`config.mk`:
```
export PLATFORM = sky130hd
export DESIGN_NAME = wshb_mire_writer_flat
export DESIGN_NICKNAME = d
export VERILOG_FILES = /design/src/rtl/wshb_mire_writer_if.sv /design/src/rtl/wshb_mire_writer.sv /design/src/flat_wrapper.sv
export SDC_FILE = /design/constraint.sdc
export NUM_CORES = 1
export LEC_CHECK = 0
export ABC_AREA = 1
export CORE_ASPECT_RATIO = 1.5
export CORE_UTILIZATION = 40
export CTS_BUF_LIST = sky130_fd_sc_hd__clkbuf_2 sky130_fd_sc_hd__clkbuf_4 sky130_fd_sc_hd__clkbuf_8
export CTS_CLUSTER_DIAMETER = 40
export DETAILED_ROUTE_END_ITERATION = 6
export DONT_BUFFER_PORTS = 1
export GPL_ROUTABILITY_DRIVEN = 0
export SYNTH_ARGS = -nofsm -noshare
export SYNTH_HDL_FRONTEND = slang
export SYNTH_SLANG_ARGS = --single-unit
```
`constraint.sdc`:
```
create_clock -name clk -period 3.2 [get_ports clk]
set_input_delay 0.64 -clock clk [delete_from_list [all_inputs] [get_ports clk]]
set_output_delay 0.64 -clock clk [all_outputs]
set_load 0.01 [all_outputs]
```
`src/rtl/wshb_mire_writer_if.sv`:
```
// Wishbone bus bundle between the mire writer (master) and the interconnect
// mire slave port (slave). dat_ms travels master->slave, dat_sm slave->master.
interface wshb_mire_writer_if;
    logic        cyc;
    logic        stb;
    logic [31:0] adr;
    logic        we;
    logic [31:0] dat_ms;
    logic [3:0]  sel;
    logic [2:0]  cti;
    logic [1:0]  bte;
    logic        ack;
    logic [31:0] dat_sm;
    logic        rty;
    logic        err;

    modport master (
        output cyc, stb, adr, we, dat_ms, sel, cti, bte,
        input  ack, dat_sm, rty, err
    );

    modport slave (
        input  cyc, stb, adr, we, dat_ms, sel, cti, bte,
        output ack, dat_sm, rty, err
    );
endinterface

```
`src/rtl/wshb_mire_writer.sv`:
```
// Wishbone master that paints a scrolling test pattern into the SDRAM
// framebuffer, one 32-bit pixel per classic write cycle. It gives the bus up
// for RELEASE_CYC cycles after every BURST_LEN pixels so the VGA reader can
// be granted the SDRAM.
module wshb_mire_writer #(
    parameter int HDISP       = 800,
    parameter int VDISP       = 480,
    parameter int BURST_LEN   = 64,
    parameter int RELEASE_CYC = 2
) (
    input  logic                  clk,
    input  logic                  rst_n,
    input  logic                  en,
    wshb_mire_writer_if.master    wb,
    output logic                  frame_done
);

    localparam int BW = $clog2(BURST_LEN + 1);
    localparam int RW = $clog2(RELEASE_CYC + 1);

    typedef enum logic [1:0] {IDLE, WRITE, RELEASE} state_t;

    state_t        state, state_nxt;
    logic [15:0]   x, y, x_nxt, y_nxt;
    logic [7:0]    frame, frame_nxt;
    logic [BW-1:0] burst_cnt;
    logic [RW-1:0] rel_cnt;
    logic          accept, x_last, y_last, frame_wrap, grid;
    logic [31:0]   pix_nxt;
    logic          unused_dat;

    // Read data is meaningless for a write-only master.
    assign unused_dat = ^wb.dat_sm;

    assign wb.we  = 1'b1;
    assign wb.sel = 4'hF;
    assign wb.cti = 3'b000;
    assign wb.bte = 2'b00;

    // Next pixel position and its colour; ack beats err when both are high.
    always_comb begin
        // NOTE: every always_comb output gets a default first so no path can leave it unassigned and infer a latch.
        accept     = (state == WRITE) && wb.ack;
        x_last     = (x == 16'(HDISP - 1));
        y_last     = (y == 16'(VDISP - 1));
        frame_wrap = x_last && y_last;
        x_nxt      = x_last ? 16'd0 : x + 16'd1;
        y_nxt      = y;
        frame_nxt  = frame;
        if (x_last)
            y_nxt = y_last ? 16'd0 : y + 16'd1;
        if (frame_wrap)
            frame_nxt = frame + 8'd1;
        grid    = (x_nxt[3:0] == 4'd0) || (y_nxt[3:0] == 4'd0);
        pix_nxt = grid ? 32'h00FF_FFFF
                       : {8'h00, x_nxt[7:0] + frame_nxt, y_nxt[7:0], frame_nxt};
    end

    // Next-state logic: burst end, error or a disable request end the tenure.
    always_comb begin
        state_nxt = state;
        case (state)
            IDLE: begin
                if (en)
                    state_nxt = WRITE;
            end
            WRITE: begin
                if (wb.ack) begin
                    if ((burst_cnt == BW'(BURST_LEN - 1)) || !en)
                        state_nxt = RELEASE;
                end else if (wb.err) begin
                    state_nxt = RELEASE;
                end
            end
            RELEASE: begin
                if (rel_cnt == RW'(RELEASE_CYC - 1))
                    state_nxt = en ? WRITE : IDLE;
            end
            default: state_nxt = IDLE;
        endcase
    end

    // State register.
    always_ff @(posedge clk or negedge rst_n) begin
        // NOTE: sequential state uses non-blocking assignments so every flop samples pre-edge values.
        if (!rst_n)
            state <= IDLE;
        else
            state <= state_nxt;
    end

    // Registered bus outputs, pixel counters and tenure counters.
    always_ff @(posedge clk or negedge rst_n) begin
        if (!rst_n) begin
            wb.cyc     <= 1'b0;
            wb.stb     <= 1'b0;
            wb.adr     <= 32'd0;
            wb.dat_ms  <= 32'h00FF_FFFF;
            frame_done <= 1'b0;
            x          <= 16'd0;
            y          <= 16'd0;
            frame      <= 8'd0;
            burst_cnt  <= '0;
            rel_cnt    <= '0;
        end else begin
            wb.cyc     <= (state_nxt == WRITE);
            wb.stb     <= (state_nxt == WRITE);
            frame_done <= accept && frame_wrap;
            if (accept) begin
                x         <= x_nxt;
                y         <= y_nxt;
                frame     <= frame_nxt;
                // Pixels are written in raster order, so the address simply
                // steps by one word and returns to 0 at the frame wrap.
                wb.adr    <= frame_wrap ? 32'd0 : wb.adr + 32'd4;
                wb.dat_ms <= pix_nxt;
                burst_cnt <= burst_cnt + BW'(1);
            end
            if (state == RELEASE) begin
                burst_cnt <= '0;
                rel_cnt   <= rel_cnt + RW'(1);
            end else begin
                rel_cnt   <= '0;
            end
        end
    end

endmodule

```
`src/flat_wrapper.sv`:
```
// flat-port wrapper written by rule: the top's interface ports become plain ports
module wshb_mire_writer_flat 
#(
    parameter int HDISP       = 800,
    parameter int VDISP       = 480,
    parameter int BURST_LEN   = 64,
    parameter int RELEASE_CYC = 2
)
  (clk, rst_n, en, frame_done, wb_cyc, wb_stb, wb_adr, wb_we, wb_dat_ms, wb_sel, wb_cti, wb_bte, wb_ack, wb_dat_sm, wb_rty, wb_err);
  wshb_mire_writer_if wb_i ();
  input  logic clk;
  input  logic rst_n;
  input  logic en;
  output logic frame_done;
  output wire logic [$bits(wb_i.cyc)-1:0] wb_cyc;
  output wire logic [$bits(wb_i.stb)-1:0] wb_stb;
  output wire logic [$bits(wb_i.adr)-1:0] wb_adr;
  output wire logic [$bits(wb_i.we)-1:0] wb_we;
  output wire logic [$bits(wb_i.dat_ms)-1:0] wb_dat_ms;
  output wire logic [$bits(wb_i.sel)-1:0] wb_sel;
  output wire logic [$bits(wb_i.cti)-1:0] wb_cti;
  output wire logic [$bits(wb_i.bte)-1:0] wb_bte;
  input wire logic [$bits(wb_i.ack)-1:0] wb_ack;
  input wire logic [$bits(wb_i.dat_sm)-1:0] wb_dat_sm;
  input wire logic [$bits(wb_i.rty)-1:0] wb_rty;
  input wire logic [$bits(wb_i.err)-1:0] wb_err;
  assign wb_cyc = wb_i.cyc;
  assign wb_stb = wb_i.stb;
  assign wb_adr = wb_i.adr;
  assign wb_we = wb_i.we;
  assign wb_dat_ms = wb_i.dat_ms;
  assign wb_sel = wb_i.sel;
  assign wb_cti = wb_i.cti;
  assign wb_bte = wb_i.bte;
  assign wb_i.ack = wb_ack;
  assign wb_i.dat_sm = wb_dat_sm;
  assign wb_i.rty = wb_rty;
  assign wb_i.err = wb_err;
  wshb_mire_writer #(.HDISP(HDISP), .VDISP(VDISP), .BURST_LEN(BURST_LEN), .RELEASE_CYC(RELEASE_CYC)) u_core (.clk(clk), .rst_n(rst_n), .en(en), .wb(wb_i), .frame_done(frame_done));
endmodule
```
# Word level (Yosys, flattened, before mapping)
# Cells that the tools add are included.
# op_classes
n_reduce_logical	11
muxes	16
n_addsub	7
eq_ne	7
# op_table
op	count
16-bit by 1-bit adder with 16-bit output, second input constant	2
32-bit by 3-bit adder with 32-bit output, second input constant	1
16-bit 2-to-1 mux	2
32-bit 2-to-1 mux	1
24-bit 2-to-1 mux	1
16-bit by 10-bit == test with 1-bit output, second input constant	1
16-bit by 9-bit == test with 1-bit output, second input constant	1
8-bit 2-to-1 mux	2
7-bit 2-to-1 mux	2
2-bit 2-to-1 mux	6
8-bit by 1-bit adder with 8-bit output, second input constant	1
8-bit adder	1
4-bit logical NOT	2
7-bit by 1-bit adder with 7-bit output, second input constant	1
7-bit by 6-bit == test with 1-bit output, second input constant	1
2-bit by 1-bit == test with 1-bit output, second input constant	3
2-bit case mux with 3 select lines	1
1-bit logical AND	3
2-bit by 1-bit adder with 2-bit output, second input constant	1
2-bit == test, second input constant	1
2-bit logical NOT	1
1-bit logical OR	2
2-bit AND reduction	1
2-bit nonzero test	1
2 further kinds	2
# word_totals
elab_cells	52
reg_bits	117
inputBits	38
out_inout_bits	77

# Depth between registers and ports, before layout
# Gate-level depths: netlist (run 1).
# depth
ltp_word	6
mapped_depth	21

# Least setup slack after synthesis (run 1)
# No wires, ideal clock.
# synth_path
kind	reg-to-reg
start	reg u_core.x[0]
end	reg u_core.wb.dat_ms[22]
n_path_buf	1
arrival_time_ns	2.594
slack_ns	0.547
synth_period_minus_slack_ns	2.653
t_required_ns	3.141
setup_ns	0.059
stages_incl_launch_ff	21
cell_sequence	dfrtp_1 > ha_1 > nand2_2 > nor2_4 > nand3_2 > nor2_4 > buf_6 > nand2_2 > clkinv_1 > nand2_1 > nand2_1 > inv_1 > fa_1 > inv_1 > nand4_1 > nand3_1 > xor2_1 > nor2_1 > nand3_1 > o21ai_0 > inv_1
# synth_between
elab_chain_len	5
word_cells_on_any_way	11
cone_classes	add/sub: 2; eq/ne: 1; mux: 4; reduce/logical: 4
# synth_rtl
element	line_no	rtl
start: declaration	wshb_mire_writer.sv:24	logic [15:0] x, y, x_nxt, y_nxt;
start signal: assignment	wshb_mire_writer.sv:110	x <= x_nxt;
16-bit by 10-bit == test with 1-bit output	wshb_mire_writer.sv:44	x_last = (x == 16'(HDISP - 1));
1-bit logical AND	wshb_mire_writer.sv:46	frame_wrap = x_last && y_last;
8-bit 2-to-1 mux	wshb_mire_writer.sv:52	if (frame_wrap)
net u_core.frame_nxt[1]	wshb_mire_writer.sv:25	logic [7:0] frame, frame_nxt;
8-bit adder	wshb_mire_writer.sv:56	: {8'h00, x_nxt[7:0] + frame_nxt, y_nxt[7:0], frame_nxt};
24-bit 2-to-1 mux	wshb_mire_writer.sv:55	pix_nxt = grid ? 32'h00FF_FFFF
end signal: assignment	wshb_mire_writer.sv:116	wb.dat_ms <= pix_nxt;
end: declaration	wshb_mire_writer_if.sv:18	output cyc, stb, adr, we, dat_ms, sel, cti, bte,
# The timed path passes the listed nets, and every way through them passes these cells.
# A chain may end at the register's enable or synchronous reset.

# Final worst setup path (run 1)
# layout_path
start	reg u_core.y[1]
end	reg u_core.wb.dat_ms[22]
# layout_between
word_cells_on_any_way	10
cone_classes	add/sub: 2; eq/ne: 1; mux: 4; reduce/logical: 3
# layout_rtl
element	line_no	rtl
start: declaration	wshb_mire_writer.sv:24	
start signal: assignment	wshb_mire_writer.sv:111	y <= y_nxt;
16-bit by 9-bit == test with 1-bit output	wshb_mire_writer.sv:45	y_last = (y == 16'(VDISP - 1));
1-bit logical AND	wshb_mire_writer.sv:46	
8-bit 2-to-1 mux	wshb_mire_writer.sv:52	
net u_core.frame_nxt[5]	wshb_mire_writer.sv:25	
8-bit adder	wshb_mire_writer.sv:56	
24-bit 2-to-1 mux	wshb_mire_writer.sv:55	
# The timed path passes the listed nets, and every way through them passes these cells.

==> results.yml, run 1 <==
min_path:
  hp-class: "in -> async"
floorplan:
  ios: 115
  die_h_um: 157.4
  coreArea_um2: 15700
  start_util: 0.4101
  die_w_um: 105.6
  die-area_um2: 16610
  rows: 56
global_route:
  grt_start_max_net_pins: 84
  grt_pass1_wl_um: 24740
  grt_use_total: 0.1860
  antenna_found_initial: 0
  overflow: 0
  grt_pass1_vias: 5081
worst_setup_path:
  r2r_end: "u_core.wb.dat_ms[22]"
  start_kind: "flip-flop"
  reg2reg_depth: 19
  critPathMaxFanout: 6
  worstReg2RegStart: "u_core.y[1]"
  r2r_slack_ns: 0.24
  worst_ep_arrival_time_ns: 3.30
  critical_path_required_ns: 3.54
  crit_type: "reg -> reg"
  cp-end-kind: "flip-flop"
final_layout:
  multi_input_area_um2: 3134
  nets: 912
  fill_cells: 1637
  area_delta_synth_final_pct: 6.940
  seq_area_um2: 2708
  antennaDiodeCount: 0
  final_layout_size_suffix_gt1_frac: 0.1237
  final_common_cell: "nand2_1"
  mostFrequentLayoutCells: "nand2_1 (194), inv_1 (109), dfrtp_1 (83)"
sta:
  finalCritPeriodShare: 0.9258
  worst_pin_slew_ns: 0.7086
  skew_ns: 0.02057
  max_slew_margin: 0.5233
  min_period_ns: 2.962
  finalHoldViolCount: 0
  hold_ws_ns: 0.1019
  fmax_ghz: 0.3376
  setup_viol: 0
  slew_viol_final: 0
  setup_tns_ns: 0
logic_synthesis:
  synthCells: 848
  synth_edf_count: 0
  synth_cell_types: 45
  synthArstFlopShare: 1.000
  synth_ff_type: "dfrtp_1"
  ys_warn_count: 0
  synth_top_cell_area_share: 0.3227
  ys_seq_area_frac: 0.4207
  ys_seq_elements: 107
  synth.area.top_cells: "dfrtp_1 (32%), nand2_1 (11%), dfstp_2 (9.8%)"
  synthesis.area_um2: 6436
  synth.avg_cell_area_um2: 7.590
  synth_top_cell_by_area: "dfrtp_1"
clocking:
  htree_levels: 3
  cts_buffers: 9
  path_clk_slew_ns: 0.12
  insertion_delay_ns: 0.38
  cts_tree: "yes"
  cts_sinks: 107
  cts_buffer_depth: 2
  root_buffer: "clkbuf_8"
detailed_routing:
  postRouteWirelength_um: 14680
  post_drt_wl_per_cell_um: 13.75
  vias: 5254
  ant_nets: 0
  drt_pass1_iterations: 4
  drc: 0
  drtIter0Drc: 202
  vias_per_cell: 4.919
power_and_ir_drop:
  vdd_drop_max_v: 0.0003225
  p_per_area_nw_per_um2: 540.5
  power.leakage_nw: 3.391
flow_run:
  cap_viol_max_count: 0
placed_design:
  hpwl_um: 10710
  port_buffers: 0
run_status:
  status: "finished, final reports clean"
[power by group]
part | internal [mW] | total [mW] | switching [mW]
logic | 0.341 | 0.970 | 0.629
registers | 1.64 | 1.93 | 0.294
clock network | 0.306 | 0.816 | 0.510
total | 2.29 | 3.72 | 1.43
[per-layer routing]
layer	track usage	wire, um
met1	0.2216	6254
met2	0.3327	7313
met3	0.03520	798
met4	0.06614	317
met5	0	0
[critical path, cell delays in order, from the launching register on]
cell	delay [ns]
dfrtp_1	0.41
ha_1	0.18
inv_1	0.07
nor2_4	0.16
nand3_1	0.10
nor2_2	0.16
nand2_2	0.09
buf_4	0.17
nor3_2	0.15
xor2_1	0.29
ha_2	0.37
nand2_1	0.07
inv_1	0.05
nand4_1	0.06
nand3_1	0.09
xor2_1	0.21
nor2_1	0.07
nand3_1	0.09
o21ai_0	0.07
inv_1	0.06
[state kept, by name (all words and copies together), names as in the netlist]
| signal | flops |
|---|---|
| u_core.rel_cnt | 2 |
| u_core.frame | 8 |
| u_core.wb.dat_ms | 24 |
| u_core.y | 16 |
| u_core.frame_done | 1 |
| u_core.state | 2 |
| u_core.wb.adr | 30 |
| u_core.burst_cnt | 7 |
| u_core.x | 16 |
| u_core.wb.cyc | 1 |
[layout make-up]
| class | count | area share |
|---|---|---|
| repair buffers | 20 | 0.02472 |
| clock buffers | 9 | 0.01800 |
| inverters | 114 | 0.06217 |
| well taps | 203 | 0.03690 |
| clock inverters | 7 | 0.009453 |
| flip-flops and latches | 107 | 0.3934 |
| multi-input cells | 608 | 0.4554 |
[synth_stat cells (2+ instances only)]
master	instances
inv_1	109
inv_2	4
and3_1	2
dfstp_2	24
nor3b_1	2
nand3b_1	3
conb_1	2
dfrtp_1	83
o21ai_1	2
nor2_1	79
nand3_1	65
xor2_1	32
clkbuf_1	11
nand2_4	2
a21oi_1	27
nor2_4	4
mux2i_1	2
or2_2	9
nand2_1	194
nor3_1	28
nor4_1	8
nor2_2	7
nand2_2	11
o21bai_1	3
xnor2_1	2
nand3_2	6
nand4_1	20
buf_4	23
o21ai_0	55
o211ai_1	2
ha_1	13
[cells by family after synthesis]
kind of cell,count (synthesis),share of synthesized area
compound gates,97,0.08107
xor+xnor,34,0.04627
fa+ha+maj,14,0.02838
buf+inv,151,0.1052
flops,107,0.4207
mux,2,0.003111
other cells,2,0.001167
simple gates,441,0.3141
[worst max-delay path by stage]
stage,startpoint,end,slack (ns),cells past startpoint
3_5_place_dp,u_core.y[1],u_core.wb.dat_ms[22],0.18,18
3_3_place_gp,u_core.y[0],u_core.wb.dat_ms[22],0.21,18
6_report,u_core.y[1],u_core.wb.dat_ms[22],0.24,19
4_1_cts,u_core.y[1],u_core.wb.dat_ms[22],0.13,18
5_1_grt,u_core.y[1],u_core.wb.dat_ms[22],-0.04,19
2_1_floorplan,u_core.x[0],u_core.wb.dat_ms[22],0.55,20
[what timing repair did]
action | in CTS | in global routing
buffers inserted | 0 | 4
hold buffers | 1 | 0
endpoints found under the hold margin | 83 | 0
resized for setup | 0 | 3
endpoints found under the setup margin | 0 | 1
[through the flow]
| stage | area (um2) | total power, mW | worst slack, ns | cells | util |
|---|---|---|---|---|---|
| after floorplan | 6504 | 2.693 | 0.5472 | 866 | - |
| after CTS | 6838 | 3.778 | 0.1315 | 1064 | 0.4357 |
| after detailed placement | 6621 | 2.914 | 0.1847 | 1047 | 0.4219 |
| after global placement | 6621 | 2.900 | 0.2114 | 1047 | 0.4219 |
| after global routing | 6883 | 4.001 | -0.04000 | 1068 | 0.4385 |
| final | 6883 | 3.720 | 0.2376 | 1068 | 0.4385 |
No activity file was read; power rests on OpenSTA's default activity.
==> inputs of run 2 (changes only) <==
RECOVER_POWER = 25   (was unset)
clock period = 3 ns   (was 3.2 ns; I/O delays follow)
==> results.yml, run 2 (synthesized netlist as in run 1, its figures left out) <==
final_layout:
  nets: 924
  area_delta_synth_final_pct: 8.884
  final_core_util: 0.4465
  fill_cells: 1632
  final_layout_size_suffix_gt1_frac: 0.1471
  regMostFlops: "u_core.wb.adr"
  final_common_cell: "nand2_1"
  multi_input_area_um2: 3192
  mostFrequentLayoutCells: "nand2_1 (194), inv_1 (108), dfrtp_1 (83)"
  largest_reg_flops: 30
  top_regs: "u_core.wb.adr (30), u_core.wb.dat_ms (24)"
  seq_area_um2: 2708
  antennaDiodeCount: 0
run_status:
  status: "finished, violations left"
  violations: "max-capacitance violations, max-slew violations"
floorplan:
  die-area_um2: 16610
  start_util: 0.4101
  die_h_um: 157.4
  coreArea_um2: 15700
  ios: 115
  rows: 56
  die_w_um: 105.6
sta:
  skew_ns: 0.01525
  fmax_ghz: 0.3613
  hold_ws_ns: 0.04997
  finalHoldViolCount: 0
  worst_pin_slew_ns: 2.110
  slew_viol_final: 84
  max_slew_margin: -0.4065
  finalCritPeriodShare: 0.9227
  finalWorstSetupSlack_ns: 0.2320
  min_period_ns: 2.768
  setup_viol: 0
detailed_routing:
  vias: 5400
  drc: 0
  drtIter0Drc: 284
  vias_per_cell: 5.000
  postRouteWirelength_um: 15340
  drt_pass1_iterations: 5
  post_drt_wl_per_cell_um: 14.21
  ant_nets: 0
worst_setup_path:
  critical_path_required_ns: 3.32
  crit_type: "reg -> reg"
  start_kind: "flip-flop"
  critPathMaxFanout: 6
  cp-end-kind: "flip-flop"
  worst_ep_arrival_time_ns: 3.09
clocking:
  insertion_delay_ns: 0.38
  path_clk_slew_ns: 0.11
  cts_tree: "yes"
  cts_buffers: 9
  cts_sinks: 107
  cts_buffer_depth: 2
  root_buffer: "clkbuf_8"
  htree_levels: 3
global_route:
  grt_pass1_wl_um: 25430
  grt_use_total: 0.1930
  antenna_found_initial: 0
  grt_start_max_net_pins: 84
  overflow: 0
  grt_pass1_vias: 5297
placed_design:
  port_buffers: 0
  dpl_worst_slack_ns: 0.09426
  hpwl_um: 11080
flow_run:
  cap_viol_max_count: 1
min_path:
  hp-class: "in -> async"
power_and_ir_drop:
  power.leakage_nw: 3.465
  p_per_area_nw_per_um2: 577.8
  vdd_drop_max_v: 0.0004804
==> run 2: cell count changes in the layout (fill, tap and decap cells not counted), sizes merged <==
cell / previous run / this run
clkinv: 3 / 2
clkbuf: 9 / 11
buf: 20 / 31
==> run 2: critical path, stage by stage, from the launching register on <==
cell	delay (ns)
dfrtp_1	0.42
ha_2	0.20
inv_1	0.06
nor2_4	0.12
nand3_1	0.10
nor2_2	0.12
nand2_2	0.09
buf_4	0.18
nor2_2	0.16
xor2_2	0.19
ha_1	0.30
nand2_1	0.08
nand2_1	0.06
nand2_1	0.07
nand3_2	0.09
xor2_2	0.17
nor2_1	0.09
nand3_1	0.08
o21ai_0	0.08
inv_1	0.06
==> run 2: area by class of cell <==
class,instances,area share
clock buffer,10,0.01875
clock inverter,6,0.008213
inverter,114,0.06106
multi-input combinational,608,0.4555
sequential,107,0.3864
tap,203,0.03624
timing repair buffer,32,0.03392
==> run 2: per-layer routing <==
metal / global-route usage / vias to the layer above / part of all wire
li1: - / 2733 / -
met3: 0.03851 / 25 / 0.049
met4: 0.07275 / 0 / 0.028
met1: 0.2208 / 2527 / 0.41
met5: 0 / - / 0
met2: 0.3528 / 115 / 0.51
==> run 2: path summary, 6_finish.rpt <==
| check | start | endpoint | slack [ns] | depth (start not counted) |
|---|---|---|---|---|
| worst max-delay path | u_core.y[0] | u_core.wb.dat_ms[22] | 0.23 | 19 |
| worst min-delay path | rst_n | u_core.wb.dat_ms[6] | 0.05 | 0 |
| worst max register to register | u_core.y[0] | u_core.wb.dat_ms[22] | 0.23 | 19 |
| worst min register to register | u_core.rel_cnt[0] | u_core.rel_cnt[0] | 0.44 | 1 |
| max in group asynchronous | rst_n | u_core.wb.adr[16] | 0.95 | 1 |
| min in group clk | en | u_core.wb.cyc | 0.40 | 2 |
==> run 2: where the power goes <==
| group | switching (mW) | internal [mW] |
|---|---|---|
| clock network | 0.543 | 0.332 |
| logic | 0.708 | 0.402 |
| registers | 0.314 | 1.75 |
| total | 1.57 | 2.48 |
==> run 2: through the flow <==
stage / TNS [ns] / instances / cell area (um2) / power, mW
finish: 0 / 1080 / 7008 / 4.049
global route: -0.01803 / 1080 / 7008 / 4.351
CTS: 0 / 1077 / 6935 / 4.082
detailed placement: 0 / 1060 / 6719 / 3.153
global placement: 0 / 1060 / 6719 / 3.130
floorplan: 0 / 866 / 6504 / 2.873
==> run 2: repair_timing <==
item                                    CTS  global route
endpoints found under the setup margin    0             4
hold buffers                              1             0
gates resized for setup                   0            14
setup buffers                             0             3
hold endpoints to repair                 83             0
==> inputs of run 3 (changes only) <==
CTS_CLUSTER_DIAMETER = 60   (was 40)
==> results of run 3 <==
Same layout as run 2: the final DEF is identical, and so are final timing and power.
